File: src/rtl/ex_pkg.sv
// Shared encodings for the execute stage: ALU operation codes, RV32I opcodes
// and branch func3 values. Decode imports the same package.
package ex_pkg;

   typedef enum logic [3:0] {
      ALU_ADD  = 4'd0,
      ALU_SUB  = 4'd1,
      ALU_SLL  = 4'd2,
      ALU_SLT  = 4'd3,
      ALU_SLTU = 4'd4,
      ALU_XOR  = 4'd5,
      ALU_SRL  = 4'd6,
      ALU_SRA  = 4'd7,
      ALU_OR   = 4'd8,
      ALU_AND  = 4'd9,
      ALU_EQ   = 4'd10,
      ALU_NEQ  = 4'd11,
      ALU_GE   = 4'd12,
      ALU_GEU  = 4'd13,
      ALU_BUF  = 4'd14,
      ALU_ZERO = 4'd15
   } alu_op_e;

   localparam logic [6:0] OP_R     = 7'b0110011;
   localparam logic [6:0] OP_I     = 7'b0010011;
   localparam logic [6:0] OP_LD    = 7'b0000011;
   localparam logic [6:0] OP_S     = 7'b0100011;
   localparam logic [6:0] OP_B     = 7'b1100011;
   localparam logic [6:0] OP_JAL   = 7'b1101111;
   localparam logic [6:0] OP_JALR  = 7'b1100111;
   localparam logic [6:0] OP_LUI   = 7'b0110111;
   localparam logic [6:0] OP_AUIPC = 7'b0010111;

   localparam logic [2:0] F3_BEQ  = 3'b000;
   localparam logic [2:0] F3_BNE  = 3'b001;
   localparam logic [2:0] F3_BLT  = 3'b100;
   localparam logic [2:0] F3_BGE  = 3'b101;
   localparam logic [2:0] F3_BLTU = 3'b110;
   localparam logic [2:0] F3_BGEU = 3'b111;

endpackage

File: src/rtl/ex_alu.sv
// Combinational 32-bit ALU. Comparison ops return 0 or 1; code 15 yields 0.
module ex_alu
   import ex_pkg::*;
(
   input  logic [31:0] a_i,
   input  logic [31:0] b_i,
   input  logic [3:0]  ctrl_i,
   output logic [31:0] result_o
);

   logic [4:0] shamt;
   logic       ltSigned;
   logic       ltUnsigned;

   assign shamt      = b_i[4:0];
   assign ltSigned   = $signed(a_i) < $signed(b_i);
   assign ltUnsigned = a_i < b_i;

   always_comb begin
      result_o = '0;
      case (ctrl_i)
         ALU_ADD:  result_o = a_i + b_i;
         ALU_SUB:  result_o = a_i - b_i;
         ALU_SLL:  result_o = a_i << shamt;
         ALU_SLT:  result_o = {31'd0, ltSigned};
         ALU_SLTU: result_o = {31'd0, ltUnsigned};
         ALU_XOR:  result_o = a_i ^ b_i;
         ALU_SRL:  result_o = a_i >> shamt;
         ALU_SRA:  result_o = $signed(a_i) >>> shamt;
         ALU_OR:   result_o = a_i | b_i;
         ALU_AND:  result_o = a_i & b_i;
         ALU_EQ:   result_o = {31'd0, a_i == b_i};
         ALU_NEQ:  result_o = {31'd0, a_i != b_i};
         ALU_GE:   result_o = {31'd0, ~ltSigned};
         ALU_GEU:  result_o = {31'd0, ~ltUnsigned};
         ALU_BUF:  result_o = b_i;
         default:  result_o = '0;
      endcase
   end

endmodule

File: src/rtl/ex_stage.sv
// RV32I execute stage: operand selection, ALU, branch resolution and jump
// targets, all captured in the EX/MEM register one cycle after sampling.
module ex_stage
   import ex_pkg::*;
(
   input  logic        clk,
   input  logic        rst_n,
   input  logic [31:0] i_rs1_data,
   input  logic [31:0] i_rs2_data,
   input  logic [31:0] i_imm_data,
   input  logic [31:0] i_pc,
   input  logic [3:0]  i_alu_ctrl,
   input  logic [2:0]  i_func3,
   input  logic [6:0]  i_opcode,
   output logic [31:0] o_result,
   output logic [31:0] o_data_store,
   output logic        o_boj,
   output logic        o_jalr,
   output logic [31:0] o_imm_data
);

   logic [31:0] opA;
   logic [31:0] opB;
   logic [31:0] aluOut;
   logic [31:0] rs1PlusImm;
   logic [31:0] pcPlusImm;
   logic [31:0] pcPlus4;
   logic        branchTaken;

   logic [31:0] result_d, result_q;
   logic [31:0] store_q;
   logic        boj_d, boj_q;
   logic        jalr_d, jalr_q;
   logic [31:0] imm_d, imm_q;

   assign opA = (i_opcode == OP_AUIPC) ? i_pc : i_rs1_data;
   assign opB = ((i_opcode == OP_R) || (i_opcode == OP_B)) ? i_rs2_data : i_imm_data;

   ex_alu uAlu (
      .a_i      (opA),
      .b_i      (opB),
      .ctrl_i   (i_alu_ctrl),
      .result_o (aluOut)
   );

   assign rs1PlusImm = i_rs1_data + i_imm_data;
   assign pcPlusImm  = i_pc + i_imm_data;
   assign pcPlus4    = i_pc + 32'd4;

   // Branch comparator works on raw rs1/rs2 so the ALU code cannot skew it.
   always_comb begin
      branchTaken = 1'b0;
      case (i_func3)
         F3_BEQ:  branchTaken = (i_rs1_data == i_rs2_data);
         F3_BNE:  branchTaken = (i_rs1_data != i_rs2_data);
         F3_BLT:  branchTaken = ($signed(i_rs1_data) <  $signed(i_rs2_data));
         F3_BGE:  branchTaken = ($signed(i_rs1_data) >= $signed(i_rs2_data));
         F3_BLTU: branchTaken = (i_rs1_data <  i_rs2_data);
         F3_BGEU: branchTaken = (i_rs1_data >= i_rs2_data);
         default: branchTaken = 1'b0;
      endcase
   end

   always_comb begin
      result_d = '0;
      boj_d    = 1'b0;
      jalr_d   = 1'b0;
      imm_d    = i_imm_data;
      case (i_opcode)
         OP_R, OP_I, OP_LUI, OP_AUIPC: result_d = aluOut;
         OP_LD, OP_S:                  result_d = rs1PlusImm;
         OP_JAL: begin
            result_d = pcPlus4;
            boj_d    = 1'b1;
            imm_d    = pcPlusImm;
         end
         OP_JALR: begin
            result_d = pcPlus4;
            boj_d    = 1'b1;
            jalr_d   = 1'b1;
            imm_d    = rs1PlusImm & ~32'd1;
         end
         OP_B: begin
            boj_d = branchTaken;
            imm_d = pcPlusImm;
         end
         default: result_d = '0;
      endcase
   end

   always_ff @(posedge clk or negedge rst_n) begin
      if (!rst_n) begin
         result_q <= '0;
         store_q  <= '0;
         boj_q    <= 1'b0;
         jalr_q   <= 1'b0;
         imm_q    <= '0;
      end else begin
         result_q <= result_d;
         store_q  <= i_rs2_data;
         boj_q    <= boj_d;
         jalr_q   <= jalr_d;
         imm_q    <= imm_d;
      end
   end

   assign o_result     = result_q;
   assign o_data_store = store_q;
   assign o_boj        = boj_q;
   assign o_jalr       = jalr_q;
   assign o_imm_data   = imm_q;

endmodule

File: config.mk
export PLATFORM = sky130hd
export DESIGN_NAME = ex_stage
export DESIGN_NICKNAME = d
export VERILOG_FILES = /design/src/rtl/ex_pkg.sv /design/src/rtl/ex_alu.sv /design/src/rtl/ex_stage.sv
export SDC_FILE = /design/constraint.sdc
export NUM_CORES = 1
export LEC_CHECK = 0
export CORE_UTILIZATION = 50
export CTS_CLUSTER_DIAMETER = 50
export DETAILED_ROUTE_END_ITERATION = 8
export GPL_ROUTABILITY_DRIVEN = 1
export PLACE_DENSITY = 0.73
export SLEW_MARGIN = 20
export SYNTH_ARGS = -nofsm -noshare
export SYNTH_HDL_FRONTEND = slang
export SYNTH_SLANG_ARGS = --single-unit
File: constraint.sdc
create_clock -name clk -period 0.8 [get_ports clk]
set_input_delay 0.24 -clock clk [delete_from_list [all_inputs] [get_ports clk]]
set_output_delay 0.24 -clock clk [all_outputs]
set_load 0.01 [all_outputs]
==> metrics.txt, run 1 <==
height of the die 195 um; Chip Width approximately 200 um; Yosys warning count 0; Compound-Gate Fraction of Synth Area 30.9%; # rows 70; post-synthesis sequential area ratio a little over an eighth; clock buffer depth 2; Synth Register Bits 98; DP Cell Count about 4000; H-tree depth 3; Remaining Overflow, GRT between 1000 and 1500; syn_area_per_cell approximately 7.6 um^2; TritonCTS buffer count 9; Initial Util between 50 and 60%; pin count of the biggest net entering global routing 67; adder-cell area share of the yosys netlist about 14%; root buf cell clkbuf_16; vias in the first global route 38945; GRT Total Usage 92.9%; area leader, netlist ha_1; main combinational cell family by area after synthesis compound AO/OA/AOI/OAI gates; CTS Sinks 98; Err [ERROR GRT-0116] Global routing finished with congestion. Check the congestion regions in the DRC Viewer.; port bufs about 240; Post-synth EDFFs 0; Stopped at global routing; Placed Area just under 0.03 mm^2; status did not finish; Netlist cell types 102; post-synth top area share approximately 14%; syn nets between 2000 and 3000; mux share of post-synthesis cell area 12.5%; Synth async-reset ratio 100%; Setup WS pre-CTS -4.00 ns; global-route wire length before repair 272 mm; top post-synthesis cells by area ha_1 (14%), dfrtp_1 (13%), mux2i_1 (5.7%); Synth Area in Simple Gates 17.6%; Routability Congestion approximately 1.3; Netlist Area Pre-Place around 0.019 mm^2; Synth Area in XOR/XNOR under 10%; IO Pins between 200 and 250; HPWL after DPL ~84 mm; Synth Instances between 2000 and 2500; Synth Flop Type dfrtp_1
cell usage after synthesis, types with 22 or more instances:
cell type and count:
dfrtp_1 98, nand2b_1 22, a31oi_1 27, a221oi_1 33, a211oi_1 30, nor3_1 58
a221o_1 27, o21bai_1 26, o22ai_1 22, clkbuf_1 84, a22oi_1 44, mux2i_1 106
buf_2 27, o221ai_1 37, nand2_1 197, nor2_1 224, ha_1 202, inv_1 139
a21oi_1 200, xor2_1 49, xnor2_1 60, o21ai_0 160, mux2_2 39, nand3_1 60
a21o_1 42, o211ai_1 42
stage by stage:
stage | utilization, % | hold slack [ns]
after floorplan | - | -0.0556
after global placement | 80.0 | 0.0762
after detailed placement | 80.0 | 0.0760
after CTS | 90.7 | 0.0715
metal layers:
layer | track usage [%] | overflow
met4 | 100 | 401
met3 | 81.1 | 45
met1 | 87.3 | 49
met5 | 57.2 | 4
met2 | 109 | 920
kinds of logic after synthesis:
| group | Yosys count |
|---|---|
| xor gates and xnor gates | 110 |
| muxes | 186 |
| buffers and inverters | 291 |
| and+or+nand+nor | 701 |
| AOI/OAI and AO/OA | 850 |
| adders and majority gates | 206 |
| DFF | 98 |
repair_timing:
item,CTS
setup buffers,116
hold buffers,1
endpoints found under the setup margin,164
pin swaps,259
gates cloned,10
gates resized for setup,1316
endpoints found under the hold margin,98
==> run 2: changes to the inputs <==
--- a/config.mk
+++ b/config.mk
@@ -5,11 +5,10 @@
 export SDC_FILE = /design/constraint.sdc
 export NUM_CORES = 1
 export LEC_CHECK = 0
-export CORE_UTILIZATION = 50
-export CTS_CLUSTER_DIAMETER = 50
+export CORE_UTILIZATION = 35
 export DETAILED_ROUTE_END_ITERATION = 8
 export GPL_ROUTABILITY_DRIVEN = 1
-export PLACE_DENSITY = 0.73
+export PLACE_DENSITY_LB_ADDON = 0.15
 export SLEW_MARGIN = 20
 export SYNTH_ARGS = -nofsm -noshare
 export SYNTH_HDL_FRONTEND = slang
==> metrics.txt, run 2 <==
most common cell after layout, fill and taps aside buf_4; Initial Util between 30% and 40%; GRT Total Usage between 40% and 50%; syn nets 2792; Synth Register Bits 98; Critical Path RT 1.13 ns; relative max-transition margin between 20% and 30%; Routed WL per cell approximately 28 um; Synth Flop Type dfrtp_1; pin count of the biggest net entering global routing 67; Synth Area in XOR/XNOR 5.24%; post-route ant nets 0; initial antenna violation count 5; post-synthesis sequential area ratio about an eighth; die area 0.0542 mm^2; nature of the critical path startpoint input pin; Chip Width 233 um; DR DRC count 0; final WL 124 mm; Post-synth EDFFs 0; global-route wire length before repair roughly 170 mm; worst slew pin tran roughly 1.1 ns; H-tree depth 3; Critical Path AT ~4.2 ns; fmax 259 MHz; Setup WS pre-CTS -4.24 ns; maximum VDD drop around 0.0013 V; failing checks setup timing; cell area after layout about 0.036 mm^2; Remaining Overflow, GRT 0; most frequent cells in the layout buf_4 (1043), nor2_1 (193), nand2_1 (183), buf_6 (174), ha_1 (111); Leakage Power around 0.016 uW; pwr/cell area roughly 1000 mW/mm^2; fin crit share 482%; CP Capture Type flop; IO Pins ~240; Slew Viols, Final 0; CP Class in2reg; # rows 84; HPWL after DPL about 98 mm; Synth Area in Simple Gates between 15 and 20%; Setup TNS Final -174.58 ns; fraction of layout cells with a size suffix above 1 54.9%; # setup viols final 164; TritonCTS buffer count 9; final worst slack -3.06 ns; Routability Congestion about 1.1; Vias 27333; status complete, but fails checks; drt first-iter violations 2702; Placed Area roughly 0.031 mm^2; main combinational cell family by area after synthesis compound AO/OA/AOI/OAI gates; top post-synthesis cells by area ha_1 (14%), dfrtp_1 (13%), mux2i_1 (5.7%); TritonCTS clock tree built; FILL cells 4223; port bufs between 200 and 250; final core occ 68.0%; Yosys warning count 0; Period minus WS final 3.86 ns; TritonRoute pass-1 iters 6; RSZ-0062 raised after global routing yes; CTS Sinks about 100; Compound-Gate Fraction of Synth Area between 30% and 40%; syn_area_per_cell between 7 and 8 um^2; total core area around 0.053 mm^2; min-delay worst type in2reg; WHS 0.0156 ns; Max Cap Violations 0; NumNets Final 4140; final hold vios 0; Netlist cell types ~100; via/cell ratio approximately 6.1; Synth async-reset ratio 100%; post-synth top area share a little over an eighth; CP max FO 7; count leader, synth nor2_1; Synth Instances between 2000 and 2500; clock buffer depth 2; area leader, netlist ha_1; vias in the first global route around 26000; clock-pin slew on the worst setup and hold paths 0.09 ns; height of the die 233 um; mux share of post-synthesis cell area 12.5%; Netlist Area Pre-Place roughly 0.019 mm^2; most frequent cells after synthesis nor2_1 (224), ha_1 (202), a21oi_1 (200); root buf cell clkbuf_16; adder-cell area share of the yosys netlist between 10 and 15%; Area Overhead vs Synth 91.8%
==> run 2: cell counts after synthesis <==
No cell type changed its count.
==> run 2: worst max-delay path: stages <==
cell and delay, ns:
buf_8 0.10, and4bb_4 0.36, nand3_4 0.18, buf_6 0.18, mux2_4 0.35, ha_4 0.33
nand2b_4 0.06, o311ai_4 0.06, a2111o_1 0.25, a21oi_2 0.07, or3_4 0.43, a311o_1 0.38
buf_4 0.17, a311oi_2 0.29, mux2_4 0.33, o221a_4 0.21, o211ai_1 0.18
==> run 2: final cells by class <==
class | count | area (um^2) | area share (%)
antenna | 3 | 7.51 | 0.0210
clock buffer | 9 | 225 | 0.630
clock inverter | 7 | 86.3 | 0.241
inverter | 148 | 586 | 1.64
multi-input combinational | 2053 | 19100 | 53.3
sequential | 98 | 2450 | 6.86
tap | 688 | 861 | 2.41
timing repair buffer | 1480 | 12500 | 34.9
==> run 2: kinds of logic (layout without fill, tap and decap cells) <==
logic type / count (synthesis) / count (layout)
compound gates: 850 / 850
xor+xnor: 110 / 110
fa+ha+maj: 206 / 206
buf+inv: 291 / 1644
flops: 98 / 98
mux: 186 / 186
other cells: 0 / 3
simple gates: 701 / 701
==> run 2: timing repair <==
action                      CTS  global route
hold endpoints to repair     98             1
hold buffers                  1             1
buffers inserted            120            66
gates resized for setup    1335           245
pin swaps                   249           198
cloned                        5             2
setup endpoints to repair   164           188
==> run 2: power by group <==
group | switching [uW] | total (uW) | internal (uW)
Clock | 2600 | 5090 | 2490
Sequential | 72.1 | 5240 | 5170
Combinational | 12900 | 25200 | 12300
==> run 2: routing by layer <==
| layer | up-vias | part of all wire (%) | global-route usage (%) |
|---|---|---|---|
| met5 | - | 0.022 | 0 |
| met4 | 4 | 7.5 | 27.4 |
| met3 | 451 | 11 | 8.96 |
| met2 | 1760 | 42 | 66.2 |
| met1 | 13231 | 40 | 57.2 |
| li1 | 11887 | - | - |
==> run 2: worst paths after layout <==
| check | start | end | slack, ns | cells past startpoint |
|---|---|---|---|---|
| min in group asynchronous | rst_n | o_imm_data[6] | 0.38 | 3 |
| worst max-delay path | i_opcode[2] | o_result[31] | -3.06 | 17 |
| worst min-delay path | i_rs2_data[18] | o_data_store[18] | 0.02 | 1 |
| max in group asynchronous | rst_n | o_result[3] | 0.15 | 3 |
==> run 2: through the flow <==
step                      cells  total power (uW)
after floorplan            2442             14600
after global placement     4308             25300
after detailed placement   4308             25500
after CTS                  4429             33300
after global routing       4484             36800
final                      4486             35500
Power figures use the tool's default switching activity.
